--- config.mk ---
export PLATFORM = sky130hd
export DESIGN_NAME = dispense_arbiter
export DESIGN_NICKNAME = d
export VERILOG_FILES = /design/src/rtl/dispense_arbiter.sv
export SDC_FILE = /design/constraint.sdc
export NUM_CORES = 1
export LEC_CHECK = 0
export BUFFER_PORTS_ARGS = -buffer_cell sky130_fd_sc_hd__buf_2
export CORE_UTILIZATION = 28
export DETAILED_ROUTE_END_ITERATION = 8
export GPL_ROUTABILITY_DRIVEN = 1
export HOLD_SLACK_MARGIN = 0.15
export PLACE_DENSITY = 0.44
export SYNTH_ARGS = -nofsm -noshare
export SYNTH_HDL_FRONTEND = slang
export SYNTH_SLANG_ARGS = --single-unit
export TNS_END_PERCENT = 30
--- constraint.sdc ---
create_clock -name clk -period 3.05 [get_ports clk]
set_input_delay 0.305 -clock clk [delete_from_list [all_inputs] [get_ports clk]]
set_output_delay 0.305 -clock clk [all_outputs]
set_load 0.005 [all_outputs]
--- src/rtl/dispense_arbiter.sv ---
// Round-robin arbiter granting NREQ vending panels access to one shared dispenser.
// Latency: req in IDLE -> disp_start two cycles later; done/err pulse in the deciding cycle.
// Backpressure: panels hold req until done_out/err_out; one owner at a time, TMO-cycle completion timeout.
module dispense_arbiter #(
    parameter int NREQ = 4,
    parameter int TMO  = 20
) (
    input  logic              clk,
    input  logic              rst,
    input  logic [NREQ-1:0]   req,
    input  logic [2*NREQ-1:0] sel,
    input  logic              disp_done,
    output logic [NREQ-1:0]   grant,
    output logic              disp_start,
    output logic [1:0]        disp_bev,
    output logic [NREQ-1:0]   done_out,
    output logic [NREQ-1:0]   err_out,
    output logic              busy_out
);
    localparam int PW = (NREQ > 1) ? $clog2(NREQ) : 1;
    localparam int CW = $clog2(TMO + 1);

    typedef enum logic [2:0] {
        IDLE    = 3'd0,
        GRANT   = 3'd1,
        START   = 3'd2,
        WAIT    = 3'd3,
        RELEASE = 3'd4
    } state_t;

    state_t          state, state_nxt;
    logic [PW-1:0]   ptr, ptr_nxt;
    logic [PW-1:0]   win_r, win_nxt;
    logic [PW-1:0]   win_c;
    logic            win_vld;
    logic [1:0]      win_sel;
    logic [CW-1:0]   cnt, cnt_nxt;
    logic [NREQ-1:0] grant_nxt;
    logic [1:0]      bev_nxt;

    // Scan from ptr+1 upward with wrap; the first asserted request wins.
    always_comb begin
        int idx;
        win_c   = '0;
        win_vld = 1'b0;
        idx     = 0;
        for (int i = 1; i <= NREQ; i++) begin
            idx = int'(ptr) + i;
            if (idx >= NREQ) idx = idx - NREQ;
            if (!win_vld && req[idx]) begin
                win_vld = 1'b1;
                win_c   = PW'(idx);
            end
        end
    end

    assign win_sel  = sel[2*int'(win_c) +: 2];
    assign busy_out = (state != IDLE);

    always_ff @(posedge clk or negedge rst) begin
        if (!rst) begin
            state    <= IDLE;
            ptr      <= PW'(NREQ - 1);
            win_r    <= '0;
            cnt      <= '0;
            grant    <= '0;
            disp_bev <= '0;
        end else begin
            state    <= state_nxt;
            ptr      <= ptr_nxt;
            win_r    <= win_nxt;
            cnt      <= cnt_nxt;
            grant    <= grant_nxt;
            disp_bev <= bev_nxt;
        end
    end

    always_comb begin
        state_nxt  = state;
        ptr_nxt    = ptr;
        win_nxt    = win_r;
        cnt_nxt    = cnt;
        grant_nxt  = grant;
        bev_nxt    = disp_bev;
        disp_start = 1'b0;
        done_out   = '0;
        err_out    = '0;
        case (state)
            IDLE: begin
                if (|req) state_nxt = GRANT;
            end
            GRANT: begin
                if (!win_vld) begin
                    state_nxt = IDLE;
                end else if (win_sel == 2'b01 || win_sel == 2'b10) begin
                    grant_nxt        = '0;
                    grant_nxt[win_c] = 1'b1;
                    bev_nxt          = win_sel;
                    win_nxt          = win_c;
                    state_nxt        = START;
                end else begin
                    err_out[win_c] = 1'b1;
                    ptr_nxt        = win_c;
                    state_nxt      = RELEASE;
                end
            end
            START: begin
                disp_start = 1'b1;
                cnt_nxt    = '0;
                state_nxt  = WAIT;
            end
            WAIT: begin
                // A completion in the final timeout cycle still counts as success.
                if (disp_done) begin
                    done_out[win_r] = 1'b1;
                    ptr_nxt         = win_r;
                    state_nxt       = RELEASE;
                end else if (cnt == CW'(TMO - 1)) begin
                    err_out[win_r] = 1'b1;
                    ptr_nxt        = win_r;
                    state_nxt      = RELEASE;
                end else begin
                    cnt_nxt = cnt + 1'b1;
                end
            end
            RELEASE: begin
                grant_nxt = '0;
                bev_nxt   = '0;
                state_nxt = IDLE;
            end
            default: state_nxt = IDLE;
        endcase
    end
endmodule

==> summary.md <==
| Metric | Value |
|---|---|
| Max Clock Freq | `0.362 GHz` |
| Dpl ws | `0.444 ns` |
| Input/output buffers | `30` |
| Drc violations | `0` |
| H-tree Lvls | `1` |
| Wirelength per Cell | `14.1 um` |
| Post-synth top cells | `19 x nand2_1, 16 x dfrtp_1, 13 x mux2i_1, 12 x nor2_1, 7 x xor2_1` |
| Top_reg_cell synth | `dfrtp_1` |
| Initial antenna violation count | `0` |
| Final ANT Viol Nets | `0` |
| Final min period | `about 2.8 ns` |
| Syn avg cell area | `9.27 um2` |
| Max stage delay cell, worst path | `dfstp_2` |
| First-pass GRT wire length | `4850 um` |
| Post-CTS setup buffer count | `0` |
| Post-synth EDFFs | `0` |
| Critical path type | `reg2out` |
| HP Class | `in2reg` |
| GP Congestion | `0.794` |
| DP HPWL | `between 2000 and 2500 um` |
| Synth cell types | `39` |
| Nature of the critical path endpoint | `output port` |
| Num rows | `23` |
| Busiest grt layer | `met2` |
| Final wirelength | `2990 um` |
| Met2 Resource Use GR | `a little under a quarter` |
| Combinational fraction of design power | `49.1%` |
| Synth Net Count | `roughly 150` |
| Most frequent CP cell | `mux2i_1` |
| Global Route met1 Usage | `about a fifth` |
| Crit Path Max Fanout | `12` |
| Die height | `67.4 um` |
| WP buf/inv | `1` |
| Worst slew pin tran | `0.630 ns` |
| Kind of cell adding the most delay to the critical path | `multiplexers` |
| RSZ-0062 raised after global routing | `false` |
| Starting DRT DRC Count | `18` |
| Largest net degree at the start of global routing | `19` |
| Final Hold Fails | `0` |
| Setup TNS Final | `0 ns` |
| CP arrival | `2.46 ns` |
| Number of placed instances with taps included | `~210` |
| Switching share of power | `between 40% and 50%` |
| Layout cells sized above 1 | `29.0%` |
| PD cells | `slightly above 800 nW/um2` |
| CTS tree | `built` |
| Die Area | `about 4500 um2` |
| Clk root buf | `clkbuf_8` |
| Flop pwr share | `36.2%` |
| Critical path launch point type | `flop` |
| GRT Util Overall | `between 10% and 20%` |
| P_int | `0.699 mW` |
| Ys Warns | `0` |
| Main area contributors after synthesis | `dfrtp_1 33%, mux2i_1 11%, nand2_1 6.0%` |
| Synth top area share | `between 30% and 40%` |
| Cell taking the most area after synthesis | `dfrtp_1` |
| R2r setup slk | `0.62 ns` |
| VDD IR max | `0.298 mV` |
| Overflow after GRT | `0` |
| Mapped Cells | `129` |
| Max-slew violation count | `0` |
| Worst path required time | `2.74 ns` |
| Die Span X | `67.4 um` |
| Fin crit share | `approximately 91%` |
| Most frequent cell after synthesis | `nand2_1` |
| DR vias/cell | `5.10` |
| DRT Pass-1 Iters | `4` |
| Total CTS buffers | `3` |
| Clk sinks | `18` |
| LEAKAGE | `0.681 nW` |
| Initial Util | `roughly 30%` |
| Setup slack after layout | `a little under 0.3 ns` |
| Post-Syn Area | `1200 um2` |
| Clk_lat worst skew | `~0.25 ns` |
| FFs w/ async S/R, synth | `100%` |
| Worst-path clk slew | `roughly 0.070 ns` |
| Met3 GRT Util | `approximately 3.5%` |
| Max-capacitance violation count | `0` |
| Non-filler cells, final | `212` |
| Seq cells post-synth | `18` |
| Via count | `around 1.1k` |
| Syn-to-layout area delta | `21.8%` |
| Core area | `~4100 um2` |
| Io pins | `31` |
| Clk buf depth | `2` |
| Status | `completed` |
| Worst Skew | `approximately 0.0026 ns` |
| CP max stage delay | `0.58 ns` |
| Fillers | `438` |
| Clock share of power | `between 10% and 20%` |
| Vias in the first global route | `1022` |
| Antenna cells | `0` |
| # setup viols final | `0` |
| Sequential share of the synthesized area | `a little under two fifths` |
| Worst path cell trace | `mux2i_1, o22ai_1, nor2_4, mux2i_1, mux2_2, nand2_1, o32ai_1, buf_2` |
| Post-layout nets | `179` |
| Slew margin rel. | `57.9%` |
| Sw Pwr | `0.509 mW` |
[what timing repair did]
item,4_1_cts,5_1_grt
gates resized for setup,0,1
hold buffers,1,0
setup endpoints to repair,0,4
endpoints found under the hold margin,16,0
[final timing paths]
| path | startpoint | endpoint | depth (start not counted) |
|---|---|---|---|
| setup / recovery | ptr[1] | err_out[0] | 8 |
| hold / removal | disp_done | cnt[0] | 4 |
| setup reg to reg | ptr[1] | win_r[1] | 7 |
| hold reg to reg | grant[0] | grant[0] | 2 |
| max in group asynchronous | rst | ptr[0] | 2 |
| min in group asynchronous | rst | cnt[1] | 2 |
[worst min-delay path: stages]
cell      delay, ns
buf_2          0.10
nor2_1         0.07
nand2b_1       0.10
o21ai_0        0.07
[power by group through the flow]
stage,registers [mW],clock network [mW],logic (mW)
3_3_place_gp,0.435,0,0.589
5_1_grt,0.451,0.193,0.665
4_1_cts,0.435,0.184,0.598
6_report,0.438,0.176,0.594
2_1_floorplan,0.408,0,0.449
3_5_place_dp,0.439,0,0.594
[logic make-up (layout without fill, tap and decap cells)]
kind of cell	Yosys count	count (layout)	share of synthesized area, %
AOI/OAI and AO/OA	21	21	12.9
and+or+nand+nor	56	56	23.1
adders and majority gates	1	1	1.05
muxes	19	19	17.0
xor gates and xnor gates	7	7	5.13
buffers and inverters	7	40	2.93
DFF	18	18	37.9
[placed cells by master (no fill, tap or decap), types with 2 or more instances in the layout]
cell type   n
mux2i_1    13
o21ai_0     3
nor2_1     12
or3_1       4
dfrtp_1    16
a21oi_2     2
nand2_1    19
inv_1       4
a21boi_1    2
nand2b_1    4
nor2_4      2
mux2_2      2
buf_2      30
xor2_1      7
dfstp_2     2
nor3_1      5
nand4_1     2
clkbuf_8    3
a31oi_1     2
o22ai_1     5
nand3b_1    2
mux2_1      2
o31ai_1     2
[state kept, by name, indices dropped and copies added (netlist names)]
| register | cells |
|---|---|
| state | 3 |
| disp_bev | 2 |
| ptr | 2 |
| grant | 4 |
| win_r | 2 |
| cnt | 5 |
[final cells by class]
type | instances | area (um2) | area share (%)
multi-input cells | 104 | 713 | 49.0
inverters | 4 | 15.0 | 1.03
repair buffers | 32 | 168 | 11.5
flip-flops and latches | 18 | 453 | 31.1
clock buffers | 4 | 45.0 | 3.09
well taps | 50 | 62.6 | 4.30
[routing by layer]
| metal | vias up | wire length [um] | share of wire (%) |
|---|---|---|---|
| met2 | 23 | 1410 | 47 |
| met5 | - | 0 | 0 |
| met1 | 525 | 1430 | 48 |
| met3 | 2 | 110 | 3.7 |
| li1 | 531 | - | - |
| met4 | 0 | 34 | 1.1 |
[per-stage QoR]
step                hold WS (ns)  power, mW  util (%)  instance area (um2)
floorplan                0.00941      0.856         -                 1200
global placement           0.265       1.02      34.4                 1400
detailed placement         0.269       1.03      34.4                 1400
CTS                        0.445       1.22      35.8                 1450
global route               0.472       1.31      35.9                 1460
finish                     0.439       1.21      35.9                 1460
Power figures use the tool's default switching activity.
